`config.mk`:
```
export PLATFORM = sky130hd
export DESIGN_NAME = pipeline_hazard_ctrl_flat
export DESIGN_NICKNAME = d
export VERILOG_FILES = /design/src/rtl/pipeline_hazard_ctrl_if.sv /design/src/rtl/pipeline_hazard_ctrl.sv /design/src/flat_wrapper.sv
export SDC_FILE = /design/constraint.sdc
export NUM_CORES = 1
export LEC_CHECK = 0
export BUFFER_PORTS_ARGS = -buffer_cell sky130_fd_sc_hd__buf_2
export CORE_MARGIN = 5
export CORE_UTILIZATION = 37
export CTS_CLUSTER_DIAMETER = 80
export DETAILED_ROUTE_END_ITERATION = 10
export SKIP_CTS_REPAIR_TIMING = 1
export SYNTH_ARGS = -nofsm -noshare
export SYNTH_HDL_FRONTEND = slang
export SYNTH_SLANG_ARGS = --single-unit
```
`constraint.sdc`:
```
create_clock -name clk -period 6.48 [get_ports clk]
set_input_delay 1.296 -clock clk [delete_from_list [all_inputs] [get_ports clk]]
set_output_delay 1.296 -clock clk [all_outputs]
set_load 0.05 [all_outputs]
```
`src/rtl/pipeline_hazard_ctrl_if.sv`:
```
// Hazard-control bus between the pipeline datapath and the stall/flush controller.
// master: datapath side, drives ID/EX hazard info and receives the register controls.
// slave : controller side, the reverse.
//   id_rs/id_rt/id_uses_*  ID-stage source operands
//   ex_rd/ex_mem_read      EX-stage destination and load flag
//   ex_branch_taken        EX resolved a taken branch/jump
//   ex_mc_start/latency    EX starts a multi-cycle op of the given total length
//   *_we/*_flush           pipeline register write enables and bubble loads
//   mc_busy, stall_count   status and perf counter
interface pipeline_hazard_ctrl_if #(
  parameter int unsigned REG_AW = 5,
  parameter int unsigned LAT_W  = 4,
  parameter int unsigned CNT_W  = 16
);
  logic [REG_AW-1:0] id_rs;
  logic [REG_AW-1:0] id_rt;
  logic              id_uses_rs;
  logic              id_uses_rt;
  logic [REG_AW-1:0] ex_rd;
  logic              ex_mem_read;
  logic              ex_branch_taken;
  logic              ex_mc_start;
  logic [LAT_W-1:0]  ex_mc_latency;
  logic              pc_we;
  logic              ifid_we;
  logic              ifid_flush;
  logic              idex_we;
  logic              idex_flush;
  logic              exmem_we;
  logic              exmem_flush;
  logic              mc_busy;
  logic [CNT_W-1:0]  stall_count;

  modport master (
    output id_rs, id_rt, id_uses_rs, id_uses_rt, ex_rd, ex_mem_read,
           ex_branch_taken, ex_mc_start, ex_mc_latency,
    input  pc_we, ifid_we, ifid_flush, idex_we, idex_flush,
           exmem_we, exmem_flush, mc_busy, stall_count
  );

  modport slave (
    input  id_rs, id_rt, id_uses_rs, id_uses_rt, ex_rd, ex_mem_read,
           ex_branch_taken, ex_mc_start, ex_mc_latency,
    output pc_we, ifid_we, ifid_flush, idex_we, idex_flush,
           exmem_we, exmem_flush, mc_busy, stall_count
  );
endinterface

```
`src/rtl/pipeline_hazard_ctrl.sv`:
```
// Central stall/flush controller for the 5-stage pipeline: load-use bubble,
// taken-branch squash, front-end freeze during multi-cycle EX ops, and a
// saturating stall-cycle counter.
// Ports:
//   clk      rising-edge clock
//   reset_n  synchronous active-low reset
//   hz       hazard-control bus (slave side), see pipeline_hazard_ctrl_if
module pipeline_hazard_ctrl #(
  parameter int unsigned REG_AW = 5,
  parameter int unsigned LAT_W  = 4,
  parameter int unsigned CNT_W  = 16
) (
  input  logic                   clk,
  input  logic                   reset_n,
  pipeline_hazard_ctrl_if.slave  hz
);

  typedef enum logic {RUN, MC_BUSY} state_t;

  state_t            state;
  state_t            state_nxt;
  logic [LAT_W-1:0]  mc_cnt;
  logic [LAT_W-1:0]  mc_cnt_nxt;
  logic [CNT_W-1:0]  stall_cnt;
  logic              lu_c;

  logic pc_we, ifid_we, ifid_flush, idex_we, idex_flush, exmem_we, exmem_flush, mc_busy;

  // Load-use hazard: EX load feeds a register the ID instruction reads (r0 never hazards)
  always_comb begin
    lu_c = hz.ex_mem_read && (hz.ex_rd != REG_AW'(0)) &&
           ((hz.id_uses_rs && (hz.id_rs == hz.ex_rd)) ||
            (hz.id_uses_rt && (hz.id_rt == hz.ex_rd)));
  end

  // Next-state and control outputs; reset forces every register to load a bubble
  always_comb begin
    state_nxt   = state;
    mc_cnt_nxt  = mc_cnt;
    pc_we       = 1'b1;
    ifid_we     = 1'b1;
    ifid_flush  = 1'b0;
    idex_we     = 1'b1;
    idex_flush  = 1'b0;
    exmem_we    = 1'b1;
    exmem_flush = 1'b0;
    mc_busy     = 1'b0;
    if (!reset_n) begin
      pc_we       = 1'b0;
      ifid_we     = 1'b0;
      idex_we     = 1'b0;
      exmem_we    = 1'b0;
      ifid_flush  = 1'b1;
      idex_flush  = 1'b1;
      exmem_flush = 1'b1;
    end else begin
      case (state)
        RUN: begin
          if (hz.ex_branch_taken) begin
            // Wrong-path IF and ID instructions are squashed; any mc start is dropped
            ifid_flush = 1'b1;
            idex_flush = 1'b1;
          end else if (hz.ex_mc_start && (hz.ex_mc_latency >= LAT_W'(2))) begin
            pc_we       = 1'b0;
            ifid_we     = 1'b0;
            idex_we     = 1'b0;
            exmem_flush = 1'b1;
            mc_cnt_nxt  = hz.ex_mc_latency - LAT_W'(2);
            state_nxt   = MC_BUSY;
          end else if (lu_c) begin
            pc_we      = 1'b0;
            ifid_we    = 1'b0;
            idex_flush = 1'b1;
          end
        end
        MC_BUSY: begin
          // Front end frozen; EX/MEM receives bubbles until the op completes
          pc_we       = 1'b0;
          ifid_we     = 1'b0;
          idex_we     = 1'b0;
          exmem_flush = 1'b1;
          mc_busy     = 1'b1;
          if (mc_cnt == LAT_W'(0)) state_nxt  = RUN;
          else                     mc_cnt_nxt = mc_cnt - LAT_W'(1);
        end
        default: state_nxt = RUN;
      endcase
    end
  end

  // State, remaining-cycle counter and saturating stall counter
  always_ff @(posedge clk) begin
    if (!reset_n) begin
      state     <= RUN;
      mc_cnt    <= '0;
      stall_cnt <= '0;
    end else begin
      state  <= state_nxt;
      mc_cnt <= mc_cnt_nxt;
      if (!pc_we && (stall_cnt != {CNT_W{1'b1}})) stall_cnt <= stall_cnt + CNT_W'(1);
    end
  end

  assign hz.pc_we       = pc_we;
  assign hz.ifid_we     = ifid_we;
  assign hz.ifid_flush  = ifid_flush;
  assign hz.idex_we     = idex_we;
  assign hz.idex_flush  = idex_flush;
  assign hz.exmem_we    = exmem_we;
  assign hz.exmem_flush = exmem_flush;
  assign hz.mc_busy     = mc_busy;
  assign hz.stall_count = stall_cnt;

endmodule

```
`src/flat_wrapper.sv`:
```
// flat-port wrapper written by rule: the top's interface ports become plain ports
module pipeline_hazard_ctrl_flat 
#(
  parameter int unsigned REG_AW = 5,
  parameter int unsigned LAT_W  = 4,
  parameter int unsigned CNT_W  = 16
)
  (clk, reset_n, hz_id_rs, hz_id_rt, hz_id_uses_rs, hz_id_uses_rt, hz_ex_rd, hz_ex_mem_read, hz_ex_branch_taken, hz_ex_mc_start, hz_ex_mc_latency, hz_pc_we, hz_ifid_we, hz_ifid_flush, hz_idex_we, hz_idex_flush, hz_exmem_we, hz_exmem_flush, hz_mc_busy, hz_stall_count);
  pipeline_hazard_ctrl_if #(.REG_AW(REG_AW), .LAT_W(LAT_W), .CNT_W(CNT_W)) hz_i ();
  input  logic clk;
  input  logic reset_n;
  input wire logic [$bits(hz_i.id_rs)-1:0] hz_id_rs;
  input wire logic [$bits(hz_i.id_rt)-1:0] hz_id_rt;
  input wire logic [$bits(hz_i.id_uses_rs)-1:0] hz_id_uses_rs;
  input wire logic [$bits(hz_i.id_uses_rt)-1:0] hz_id_uses_rt;
  input wire logic [$bits(hz_i.ex_rd)-1:0] hz_ex_rd;
  input wire logic [$bits(hz_i.ex_mem_read)-1:0] hz_ex_mem_read;
  input wire logic [$bits(hz_i.ex_branch_taken)-1:0] hz_ex_branch_taken;
  input wire logic [$bits(hz_i.ex_mc_start)-1:0] hz_ex_mc_start;
  input wire logic [$bits(hz_i.ex_mc_latency)-1:0] hz_ex_mc_latency;
  output wire logic [$bits(hz_i.pc_we)-1:0] hz_pc_we;
  output wire logic [$bits(hz_i.ifid_we)-1:0] hz_ifid_we;
  output wire logic [$bits(hz_i.ifid_flush)-1:0] hz_ifid_flush;
  output wire logic [$bits(hz_i.idex_we)-1:0] hz_idex_we;
  output wire logic [$bits(hz_i.idex_flush)-1:0] hz_idex_flush;
  output wire logic [$bits(hz_i.exmem_we)-1:0] hz_exmem_we;
  output wire logic [$bits(hz_i.exmem_flush)-1:0] hz_exmem_flush;
  output wire logic [$bits(hz_i.mc_busy)-1:0] hz_mc_busy;
  output wire logic [$bits(hz_i.stall_count)-1:0] hz_stall_count;
  assign hz_i.id_rs = hz_id_rs;
  assign hz_i.id_rt = hz_id_rt;
  assign hz_i.id_uses_rs = hz_id_uses_rs;
  assign hz_i.id_uses_rt = hz_id_uses_rt;
  assign hz_i.ex_rd = hz_ex_rd;
  assign hz_i.ex_mem_read = hz_ex_mem_read;
  assign hz_i.ex_branch_taken = hz_ex_branch_taken;
  assign hz_i.ex_mc_start = hz_ex_mc_start;
  assign hz_i.ex_mc_latency = hz_ex_mc_latency;
  assign hz_pc_we = hz_i.pc_we;
  assign hz_ifid_we = hz_i.ifid_we;
  assign hz_ifid_flush = hz_i.ifid_flush;
  assign hz_idex_we = hz_i.idex_we;
  assign hz_idex_flush = hz_i.idex_flush;
  assign hz_exmem_we = hz_i.exmem_we;
  assign hz_exmem_flush = hz_i.exmem_flush;
  assign hz_mc_busy = hz_i.mc_busy;
  assign hz_stall_count = hz_i.stall_count;
  pipeline_hazard_ctrl #(.REG_AW(REG_AW), .LAT_W(LAT_W), .CNT_W(CNT_W)) u_core (.clk(clk), .reset_n(reset_n), .hz(hz_i));
endmodule
```
==> metrics.md, run 1 <==
| Metric | Value |
|---|---|
| Number of DRC markers after the initial detailed-route iteration | `69` |
| Number of warnings reported in the yosys synthesis log | `0` |
| Clock edge transition at the registers on the reported setup and hold paths | `0.07 ns` |
| Global Route Usage Sum | `13.2%` |
| Area grow syn2layout | `21.5%` |
| Antenna Violating Nets Remaining | `0` |
| GPL Wtd Cong | `0.871` |
| Area inside the core boundary | `3610 µm²` |
| Category of the worst setup path capture point | `output port` |
| Number of synthesized flops with an enable pin | `0` |
| Placed wire-length estimate after detailed placement | `2500 µm` |
| Async set-reset flop share out of synthesis | `0%` |
| Worst Setup Slack, final | `2.40 ns` |
| Vias per std cell | `5.22` |
| Clock share of power | `27.9%` |
| Slowest cell on the critical path | `sky130_fd_sc_hd__a2111oi_0` |
| Largest net degree at the start of global routing | `28` |
| Required @ worst endpoint | `5.18 ns` |
| Sequential cell area fraction in the yosys report | `30.9%` |
| Placed instance count | `254` |
| Period minus WS final | `4.08 ns` |
| Dominant delay contributor by cell family on the critical path | `compound AO/OA/AOI/OAI gates` |
| Switching Power | `104 µW` |
| Skew-Pair Late Insertion Delay | `0.26 ns` |
| Number of hold-slack violations in the final timing report | `0` |
| Setup repair after global routing missed its margin | `no` |
| Post-route clock skew | `0.00120 ns` |
| Vertical die dimension | `70.7 µm` |
| Number of nets in the layout | `241` |
| Worst setup SP type | `primary input` |
| Final-report max-slew violation count | `0` |
| Relative contribution of sequential cells to total power | `46.3%` |
| Post-placement setup slack | `2.39 ns` |
| Slowest Stage Delay on Critical Path | `0.35 ns` |
| Timing-limited maximum frequency | `245 MHz` |
| Syn avg cell area | `8.31 µm²` |
| Fraction of power consumed by combinational cells | `25.8%` |
| Total power of the final layout | `309 µW` |
| Run status | `finished, final reports clean` |
| Total congestion overflow | `0` |
| CTS buffer count | `3` |
| Total Negative Setup Slacks | `0 ns` |
| Vias | `1,348` |
| CTS sink cnt | `21` |
| Worst-path cell chain | `buf_2, xor2_1, nor4_1, a32oi_1, a2111oi_0, or2_2, buf_2` |
| Total nets after synthesis | `194` |
| Routed wire per std cell | `12.9 µm` |
| Number of fillers in the final layout | `383` |
| Crit Path Category | `in2out` |
| Die area | `5000 µm²` |
| Ys flop type | `sky130_fd_sc_hd__dfxtp_1` |
| Leakage power figure | `0.000683 µW` |
| Synthesized area | `1360 µm²` |
| Count of endpoints failing setup in the final report | `0` |
| TritonCTS clock tree | `built` |
| Drt drc | `0` |
| Flip-flop and latch count after synthesis | `21` |
| Number of distinct library cells after synthesis | `47` |
| Arr. time, crit path | `2.79 ns` |
| Initial cell density of the core | `37.8%` |
| Pre-antenna DRT Iters | `4` |
| Non-filler instance count after layout | `258` |
| Number of antenna violations at the first check in global routing | `0` |
| Min Hold Slack | `0.501 ns` |
| Ratio of cells with drive above 1 in the final layout | `28.6%` |
| Post-Syn Instances | `164` |
| Maximum fanout count along the critical path | `3` |
| Row count | `22` |
| Peak ir drop on the vdd network | `0.000119 V` |
| Io pins | `50` |
| Power density relative to cell area | `186 nW/µm²` |
| Path class of the lowest-slack min-delay path | `reg2reg` |
| Clock Tree Buf Depth | `2` |
| Final period utilization | `63.0%` |
| Dominant cell type by count on the critical path | `sky130_fd_sc_hd__buf_2` |
| Number of diodes | `0` |
| Sum of buffers and inverters on the critical path | `2` |
| Leading cell type in the layout, fill and taps excluded | `sky130_fd_sc_hd__buf_2` |
| Max-cap violations | `0` |
| Number of buffers inserted by port buffering | `49` |
| Max-slew headroom | `67.7%` |
| Routed Wire Length | `3320 µm` |
| Slew at the pin with the worst max-slew slack | `0.484 ns` |
| Die outline width | `70.7 µm` |
| Commonest non-fill, non-tap cells in the layout | `sky130_fd_sc_hd__buf_2, sky130_fd_sc_hd__dfxtp_1, sky130_fd_sc_hd__a21oi_1` |
| H-tree depth | `1` |
| Internal power of the cells | `205 µW` |
| Global-route wire length before repair | `5570 µm` |
| Root buffer cell | `sky130_fd_sc_hd__clkbuf_8` |
| Vias in the first global route | `1,256` |
| Switching share of power | `33.6%` |
[metrics by stage]
step                      utilization [%]  area [µm²]
after global placement               44.7        1610
after detailed placement             44.7        1610
after CTS                            45.9        1660
after global routing                 45.9        1660
after floorplan                         -        1360
final                                45.9        1660
[flip-flops by register name (all words and copies together), names as in the netlist]
| signal | cells |
|---|---|
| u_core.state | 1 |
| u_core.mc_cnt | 4 |
| u_core.hz.stall_count | 16 |
[synth_stat cells (2+ instances only)]
| cell type | number | area share, % |
|---|---|---|
| sky130_fd_sc_hd__and3_1 | 2 | 0.92 |
| sky130_fd_sc_hd__nand2_1 | 11 | 3.0 |
| sky130_fd_sc_hd__o21ai_0 | 5 | 1.8 |
| sky130_fd_sc_hd__clkbuf_1 | 3 | 0.83 |
| sky130_fd_sc_hd__nor2_1 | 9 | 2.5 |
| sky130_fd_sc_hd__o31ai_1 | 4 | 2.2 |
| sky130_fd_sc_hd__nand4_1 | 3 | 1.4 |
| sky130_fd_sc_hd__a21oi_1 | 13 | 4.8 |
| sky130_fd_sc_hd__a31oi_1 | 2 | 0.92 |
| sky130_fd_sc_hd__o21ai_1 | 7 | 2.6 |
| sky130_fd_sc_hd__o21a_1 | 2 | 1.1 |
| sky130_fd_sc_hd__buf_4 | 2 | 1.1 |
| sky130_fd_sc_hd__ha_1 | 4 | 3.7 |
| sky130_fd_sc_hd__mux2i_1 | 2 | 1.5 |
| sky130_fd_sc_hd__nand3_1 | 6 | 2.2 |
| sky130_fd_sc_hd__xnor2_1 | 3 | 1.9 |
| sky130_fd_sc_hd__nor4_1 | 5 | 2.3 |
| sky130_fd_sc_hd__or4_1 | 5 | 2.8 |
| sky130_fd_sc_hd__xor2_1 | 9 | 5.8 |
| sky130_fd_sc_hd__or3_1 | 6 | 2.8 |
| sky130_fd_sc_hd__inv_1 | 12 | 3.3 |
| sky130_fd_sc_hd__dfxtp_1 | 21 | 31 |
| sky130_fd_sc_hd__o31a_1 | 4 | 2.6 |
[tightest hold or removal path, stage by stage, from the launching register on]
cell and delay, ns:
sky130_fd_sc_hd__dfxtp_1 0.32, sky130_fd_sc_hd__o21ai_0 0.07, sky130_fd_sc_hd__a21oi_1 0.06
[logic make-up (layout without fill, tap and decap cells)]
family                   Yosys count  count (layout)  synth area share (%)
AO/OA/AOI/OAI                     48              48                  24.2
XOR/XNOR                          12              12                  7.71
adder cells (fa/ha/maj)            4               4                  3.67
buffers and inverters             20              66                  7.80
flip-flops                        21              21                  30.9
multiplexers                       2               2                  1.47
AND/OR/NAND/NOR                   57              57                  24.2
[area by class of cell]
type                            count  area [µm²]  area share [%]
Clock buffer                        4        45.0            2.72
Inverter                           13        48.8            2.95
Multi-Input combinational cell    123         836            50.5
Sequential cell                    21         420            25.4
Tap cell                           48        60.1            3.63
Timing Repair Buffer               49         245            14.8
[power by group through the flow]
stage	registers, µW	logic [µW]	clock network, µW
finish	143	79.6	86.2
global route	144	88.1	95.2
detailed placement	146	79.6	0
CTS	143	80.1	91.4
floorplan	151	54.7	0
global placement	146	79.7	0
[worst paths after layout]
kind / start / to / slack [ns] / cells after the start
worst min register to register: u_core.mc_cnt[3] / u_core.mc_cnt[3] / 0.50 / 2
worst max register to register: u_core.hz.stall_count[0] / u_core.hz.stall_count[15] / 4.20 / 7
worst min-delay path: u_core.mc_cnt[3] / u_core.mc_cnt[3] / 0.50 / 2
worst max-delay path: hz_ex_rd[3] / hz_idex_flush / 2.40 / 7
[layer usage]
metal | global-route usage (%) | vias up | wire length [µm]
met5 | 0 | - | 0
met4 | 5.43 | 0 | 61
met3 | 3.27 | 7 | 255
met2 | 20.0 | 47 | 1380
met1 | 18.0 | 599 | 1620
li1 | - | 695 | -
No activity file was read; power rests on OpenSTA's default activity.
==> run 2, diff against run 1 <==
==> constraint.sdc (replaced) <==
create_clock -name clk -period 4.1 [get_ports clk]
set_input_delay 0.82 -clock clk [delete_from_list [all_inputs] [get_ports clk]]
set_output_delay 0.82 -clock clk [all_outputs]
set_load 0.05 [all_outputs]
==> metrics.md, run 2 (same netlist as run 1, synthesis figures left out) <==
| Metric | Value |
|---|---|
| Vias | `1,351 (was 1,348)` |
| H-tree depth | `1 (unchanged)` |
| Switching Power | `164 µW (was 104 µW)` |
| Setup repair after global routing missed its margin | `no (unchanged)` |
| Ratio of cells with drive above 1 in the final layout | `28.6% (unchanged)` |
| TritonCTS clock tree | `built (unchanged)` |
| Clock Tree Buf Depth | `2 (unchanged)` |
| Worst-path cell chain | `buf_2, xor2_1, nor4_1, a32oi_1, a2111oi_0, or2_2, buf_2 (unchanged)` |
| Run status | `finished, final reports clean (unchanged)` |
| Worst setup SP type | `primary input (unchanged)` |
| Number of diodes | `0 (unchanged)` |
| Number of DRC markers after the initial detailed-route iteration | `53 (was 69)` |
| R2R depth | `7 (unchanged)` |
| Post-route clock skew | `0.00600 ns (was 0.00120 ns)` |
| Cell depth of the worst min-delay path | `2 (unchanged)` |
| GPL Wtd Cong | `0.874 (was 0.871)` |
| Fraction of power consumed by combinational cells | `25.8% (about the same)` |
| Leading cell type in the layout, fill and taps excluded | `sky130_fd_sc_hd__buf_2 (unchanged)` |
| Capture endpoint of the worst hold path | `u_core.mc_cnt[3] (unchanged)` |
| Initial cell density of the core | `37.8% (unchanged)` |
| Final period utilization | `76.7%` |
| Hold Startpoint | `u_core.mc_cnt[3] (unchanged)` |
| Slowest Stage Delay on Critical Path | `0.36 ns (was 0.35 ns)` |
| Skew-Pair Late Insertion Delay | `0.26 ns (about the same)` |
| Number of nets in the layout | `241 (unchanged)` |
| Clock share of power | `28.0% (was 27.9%)` |
| Dominant cell type by count on the critical path | `sky130_fd_sc_hd__buf_2 (unchanged)` |
| Number of buffers inserted by port buffering | `49 (unchanged)` |
| Relative contribution of sequential cells to total power | `46.3% (about the same)` |
| Pre-antenna DRT Iters | `4 (unchanged)` |
| Drt drc | `0 (unchanged)` |
| Commonest non-fill, non-tap cells in the layout | `sky130_fd_sc_hd__buf_2, sky130_fd_sc_hd__dfxtp_1, sky130_fd_sc_hd__a21oi_1 (unchanged)` |
| Period minus WS final | `3.14 ns` |
| Dominant delay contributor by cell family on the critical path | `compound AO/OA/AOI/OAI gates (unchanged)` |
| Sum of buffers and inverters on the critical path | `2 (unchanged)` |
| Arr. time, crit path | `2.32 ns (was 2.79 ns)` |
| Io pins | `50 (unchanged)` |
| Leakage power figure | `0.000683 µW (unchanged)` |
| Largest net degree at the start of global routing | `28 (unchanged)` |
| End of the worst register-to-register path | `u_core.hz.stall_count[15] (unchanged)` |
| Slew at the pin with the worst max-slew slack | `0.486 ns (was 0.484 ns)` |
| Category of the worst setup path capture point | `output port (unchanged)` |
| Vias per std cell | `5.24 (was 5.22)` |
| Clock edge transition at the registers on the reported setup and hold paths | `0.07 ns (about the same)` |
| Cell count along the critical path | `7 (unchanged)` |
| Max FFs per register | `16 (unchanged)` |
| Slowest cell on the critical path | `sky130_fd_sc_hd__a2111oi_0 (unchanged)` |
| Area inside the core boundary | `3610 µm² (unchanged)` |
| CTS buffer count | `3 (unchanged)` |
| Crit Path Category | `in2out (unchanged)` |
| Number of hold-slack violations in the final timing report | `0 (unchanged)` |
| Post-layout util | `45.9% (unchanged)` |
| Row count | `22 (unchanged)` |
| Internal power of the cells | `324 µW (was 205 µW)` |
| Die outline width | `70.7 µm (unchanged)` |
| Total Negative Setup Slacks | `0 ns (unchanged)` |
| Routed Wire Length | `3360 µm (was 3320 µm)` |
| Timing-limited maximum frequency | `318 MHz` |
| Peak ir drop on the vdd network | `0.000185 V (was 0.000119 V)` |
| Crit Reg-Reg Startpoint | `u_core.hz.stall_count[0] (unchanged)` |
| Maximum fanout count along the critical path | `3 (unchanged)` |
| Number of antenna violations at the first check in global routing | `0 (unchanged)` |
| Placed wire-length estimate after detailed placement | `2510 µm (was 2500 µm)` |
| Global Route Usage Sum | `13.2% (about the same)` |
| Worst R2R Setup Slack | `1.84 ns (was 4.20 ns)` |
| Total congestion overflow | `0 (unchanged)` |
| Vertical die dimension | `70.7 µm (unchanged)` |
| Path class of the lowest-slack min-delay path | `reg2reg (unchanged)` |
| Root buffer cell | `sky130_fd_sc_hd__clkbuf_8 (unchanged)` |
| Antenna Violating Nets Remaining | `0 (unchanged)` |
| Vias in the first global route | `1,268 (was 1,256)` |
| CTS sink cnt | `21 (unchanged)` |
| Max-slew headroom | `67.6% (was 67.7%)` |
| Global-route wire length before repair | `5610 µm (was 5570 µm)` |
| Area grow syn2layout | `21.5% (unchanged)` |
| Switching share of power | `33.6% (about the same)` |
| Required @ worst endpoint | `3.28 ns (was 5.18 ns)` |
| Count of endpoints failing setup in the final report | `0 (unchanged)` |
| Routed wire per std cell | `13.0 µm (was 12.9 µm)` |
| Max-cap violations | `0 (unchanged)` |
| Power density relative to cell area | `294 nW/µm² (was 186 nW/µm²)` |
| Final-report max-slew violation count | `0 (unchanged)` |
| Die area | `5000 µm² (unchanged)` |
-- run 2: cell counts in the layout (fill, tap and decap cells not counted) --
Identical to the previous run, type by type.
-- run 2: area by class of cell --
class                   count  area, µm²
flip-flops and latches     21        420
well taps                  48       60.1
multi-input cells         123        836
repair buffers             49        245
fillers                   390       1950
clock buffers               4       45.0
inverters                  13       48.8
-- run 2: worst min-delay path, delay by kind of cell, from the launching register on --
family          cells  cell delay (ns)
compound gates      2             0.13
flops               1             0.32
-- run 2: how the worst max path moves through the flow --
stage	start	to
after floorplan	hz_ex_mc_latency[1]	hz_pc_we
after global placement	hz_ex_mc_latency[1]	hz_ifid_we
after detailed placement	hz_ex_rd[4]	hz_idex_flush
after CTS	hz_ex_rd[4]	hz_idex_flush
after global routing	hz_ex_rd[3]	hz_idex_flush
final	hz_ex_rd[3]	hz_idex_flush
-- run 2: per-stage QoR --
step / area (µm²) / power, µW / hold WS [ns] / cells / setup WS, ns
3_3_place_gp: 1610 / 356 / 0.488 / 254 / 0.978
5_1_grt: 1660 / 513 / 0.528 / 258 / 0.689
3_5_place_dp: 1610 / 356 / 0.489 / 254 / 0.954
2_1_floorplan: 1360 / 325 / 0.467 / 164 / 0.446
4_1_cts: 1660 / 494 / 0.502 / 258 / 0.952
6_report: 1660 / 487 / 0.502 / 258 / 0.957
-- run 2: power groups by stage --
stage	clock, µW	sequential [µW]	combinational [µW]
2_1_floorplan	0	239	86.5
3_3_place_gp	0	230	126
3_5_place_dp	0	230	125
4_1_cts	142	225	127
5_1_grt	147	227	139
6_report	136	226	126
-- run 2: per-layer routing --
metal | wire length [µm] | share of wire (%) | GRT usage, % | vias to the layer above
met5 | 0 | 0 | 0 | -
li1 | - | - | - | 702
met2 | 1400 | 42 | 21.4 | 46
met3 | 231 | 6.9 | 3.27 | 2
met4 | 27 | 0.80 | 3.13 | 0
met1 | 1700 | 50 | 17.5 | 601
==> run 3, diff against run 2 <==
==> constraint.sdc (replaced) <==
create_clock -name clk -period 3.05 [get_ports clk]
set_input_delay 0.61 -clock clk [delete_from_list [all_inputs] [get_ports clk]]
set_output_delay 0.61 -clock clk [all_outputs]
set_load 0.05 [all_outputs]
==> metrics.md, run 3 (same netlist as run 1, synthesis figures left out) <==
| Metric | Value |
|---|---|
| Power density relative to cell area | `390 nW/µm² (was 294 nW/µm²)` |
| Final-report max-slew violation count | `0 (unchanged)` |
| Largest net degree at the start of global routing | `28 (unchanged)` |
| Die outline width | `70.7 µm (unchanged)` |
| Hold Startpoint | `u_core.hz.stall_count[9] (was u_core.mc_cnt[3])` |
| Maximum fanout count along the critical path | `3 (unchanged)` |
| Max-slew headroom | `68.1% (was 67.6%)` |
| Row count | `22 (unchanged)` |
| Root buffer cell | `sky130_fd_sc_hd__clkbuf_8 (unchanged)` |
| Number of buffers inserted by port buffering | `49 (unchanged)` |
| Total congestion overflow | `0 (unchanged)` |
| Global Route Usage Sum | `12.3% (was 13.2%)` |
| Total power of the final layout | `649 µW (was 487 µW)` |
| Path class of the lowest-slack min-delay path | `reg2reg (unchanged)` |
| R2R depth | `7 (unchanged)` |
| Die area | `5000 µm² (unchanged)` |
| Worst setup SP type | `primary input (unchanged)` |
| CTS buffer count | `3 (unchanged)` |
| Period minus WS final | `2.73 ns` |
| Routed wire per std cell | `12.4 µm (was 13.0 µm)` |
| Setup repair after global routing missed its margin | `no (unchanged)` |
| Worst Setup Slack, final | `0.316 ns (was 0.957 ns)` |
| Io pins | `50 (unchanged)` |
| Skew-Pair Late Insertion Delay | `0.25 ns (was 0.26 ns)` |
| Clock edge transition at the registers on the reported setup and hold paths | `0.07 ns (about the same)` |
| Number of hold-slack violations in the final timing report | `0 (unchanged)` |
| Routed Wire Length | `3210 µm (was 3360 µm)` |
| Max-cap violations | `0 (unchanged)` |
| Initial cell density of the core | `37.8% (unchanged)` |
| Pre-antenna DRT Iters | `4 (unchanged)` |
| Number of fillers in the final layout | `366 (was 390)` |
| Crit Path Category | `in2out (unchanged)` |
| Layout Cell Area excl Fill | `1670 µm² (was 1660 µm²)` |
| Total Negative Setup Slacks | `0 ns (unchanged)` |
| Placed wire-length estimate after detailed placement | `2470 µm (was 2510 µm)` |
| Leakage power figure | `0.000691 µW (was 0.000683 µW)` |
| Peak ir drop on the vdd network | `0.000248 V (was 0.000185 V)` |
| Max FFs per register | `16 (unchanged)` |
| Number of nets in the layout | `242 (was 241)` |
| Antenna Violating Nets Remaining | `0 (unchanged)` |
| Post-route clock skew | `0.00386 ns (was 0.00600 ns)` |
| Vertical die dimension | `70.7 µm (unchanged)` |
| Slew at the pin with the worst max-slew slack | `0.478 ns (was 0.486 ns)` |
| Placed instance area | `1620 µm² (was 1610 µm²)` |
| Capture endpoint of the worst hold path | `u_core.hz.stall_count[9] (was u_core.mc_cnt[3])` |
| Worst R2R Setup Slack | `0.78 ns (was 1.84 ns)` |
| CTS sink cnt | `21 (unchanged)` |
| H-tree depth | `1 (unchanged)` |
| GPL Wtd Cong | `0.851 (was 0.874)` |
| Leading cell type in the layout, fill and taps excluded | `sky130_fd_sc_hd__buf_2 (unchanged)` |
| Crit Reg-Reg Startpoint | `u_core.hz.stall_count[0] (unchanged)` |
| Required @ worst endpoint | `2.44 ns (was 3.28 ns)` |
| Cell depth of the worst min-delay path | `2 (unchanged)` |
| Commonest non-fill, non-tap cells in the layout | `sky130_fd_sc_hd__buf_2, sky130_fd_sc_hd__dfxtp_1, sky130_fd_sc_hd__a21oi_1 (unchanged)` |
| Area inside the core boundary | `3610 µm² (unchanged)` |
| Number of DRC markers after the initial detailed-route iteration | `43 (was 53)` |
| Final period utilization | `89.6%` |
| Vias | `1,332 (was 1,351)` |
| Drt drc | `0 (unchanged)` |
| Run status | `finished, final reports clean (unchanged)` |
| Global-route wire length before repair | `5240 µm (was 5610 µm)` |
| Number of antenna violations at the first check in global routing | `0 (unchanged)` |
| End of the worst register-to-register path | `u_core.hz.stall_count[15] (unchanged)` |
| Arr. time, crit path | `2.12 ns (was 2.32 ns)` |
| Post-placement setup slack | `0.314 ns (was 0.954 ns)` |
| Vias per std cell | `5.14 (was 5.24)` |
| Post-layout util | `46.2% (was 45.9%)` |
| Vias in the first global route | `1,161 (was 1,268)` |
| Clock Tree Buf Depth | `2 (unchanged)` |
| Number of diodes | `0 (unchanged)` |
| Timing-limited maximum frequency | `366 MHz` |
| TritonCTS clock tree | `built (unchanged)` |
| Count of endpoints failing setup in the final report | `0 (unchanged)` |
| Area grow syn2layout | `22.2% (was 21.5%)` |
| Category of the worst setup path capture point | `output port (unchanged)` |
| Ratio of cells with drive above 1 in the final layout | `29.9% (was 28.6%)` |
## run 3: how the worst max path moves through the flow
stage	start	end	depth (start not counted)
global route	hz_ex_rd[3]	hz_idex_flush	7
detailed placement	hz_ex_rd[4]	hz_idex_flush	7
floorplan	hz_ex_mc_latency[1]	hz_pc_we	4
CTS	hz_ex_rd[3]	hz_idex_flush	7
global placement	hz_ex_rd[3]	hz_idex_flush	7
finish	hz_ex_rd[3]	hz_idex_flush	7
## run 3: where the power goes
group,switching (µW),internal [µW],total (µW)
clock,86.1,90.8,177
combinational,111,57.7,169
sequential,18.1,285,304
## run 3: cell type report
type	instances	area [µm²]	share of cell area, %
inverter	13	48.8	2.93
multi-input combinational	123	837	50.3
clock buffer	3	41.3	2.48
tap	48	60.1	3.61
timing repair buffer	50	253	15.2
sequential	21	420	25.2
clock inverter	1	5.00	0.301
## run 3: metrics by stage
| stage | cells | hold WS (ns) |
|---|---|---|
| after global routing | 259 | 0.524 |
| final | 259 | 0.503 |
| after floorplan | 164 | 0.467 |
| after detailed placement | 255 | 0.491 |
| after CTS | 259 | 0.506 |
| after global placement | 255 | 0.483 |
## run 3: routing by layer
layer	vias to the layer above	GRT usage, %	share of wire, %
met5	-	0	0
met4	0	3.13	0.41
li1	700	-	-
met3	2	2.70	8.0
met2	40	19.7	44
met1	590	16.8	47
## run 3: critical path, cell delays in order
cell and delay (ns):
sky130_fd_sc_hd__buf_2 0.12, sky130_fd_sc_hd__xor2_1 0.16, sky130_fd_sc_hd__nor4_1 0.26, sky130_fd_sc_hd__a32oi_1 0.18, sky130_fd_sc_hd__a2111oi_0 0.37, sky130_fd_sc_hd__or2_2 0.17, sky130_fd_sc_hd__buf_2 0.25
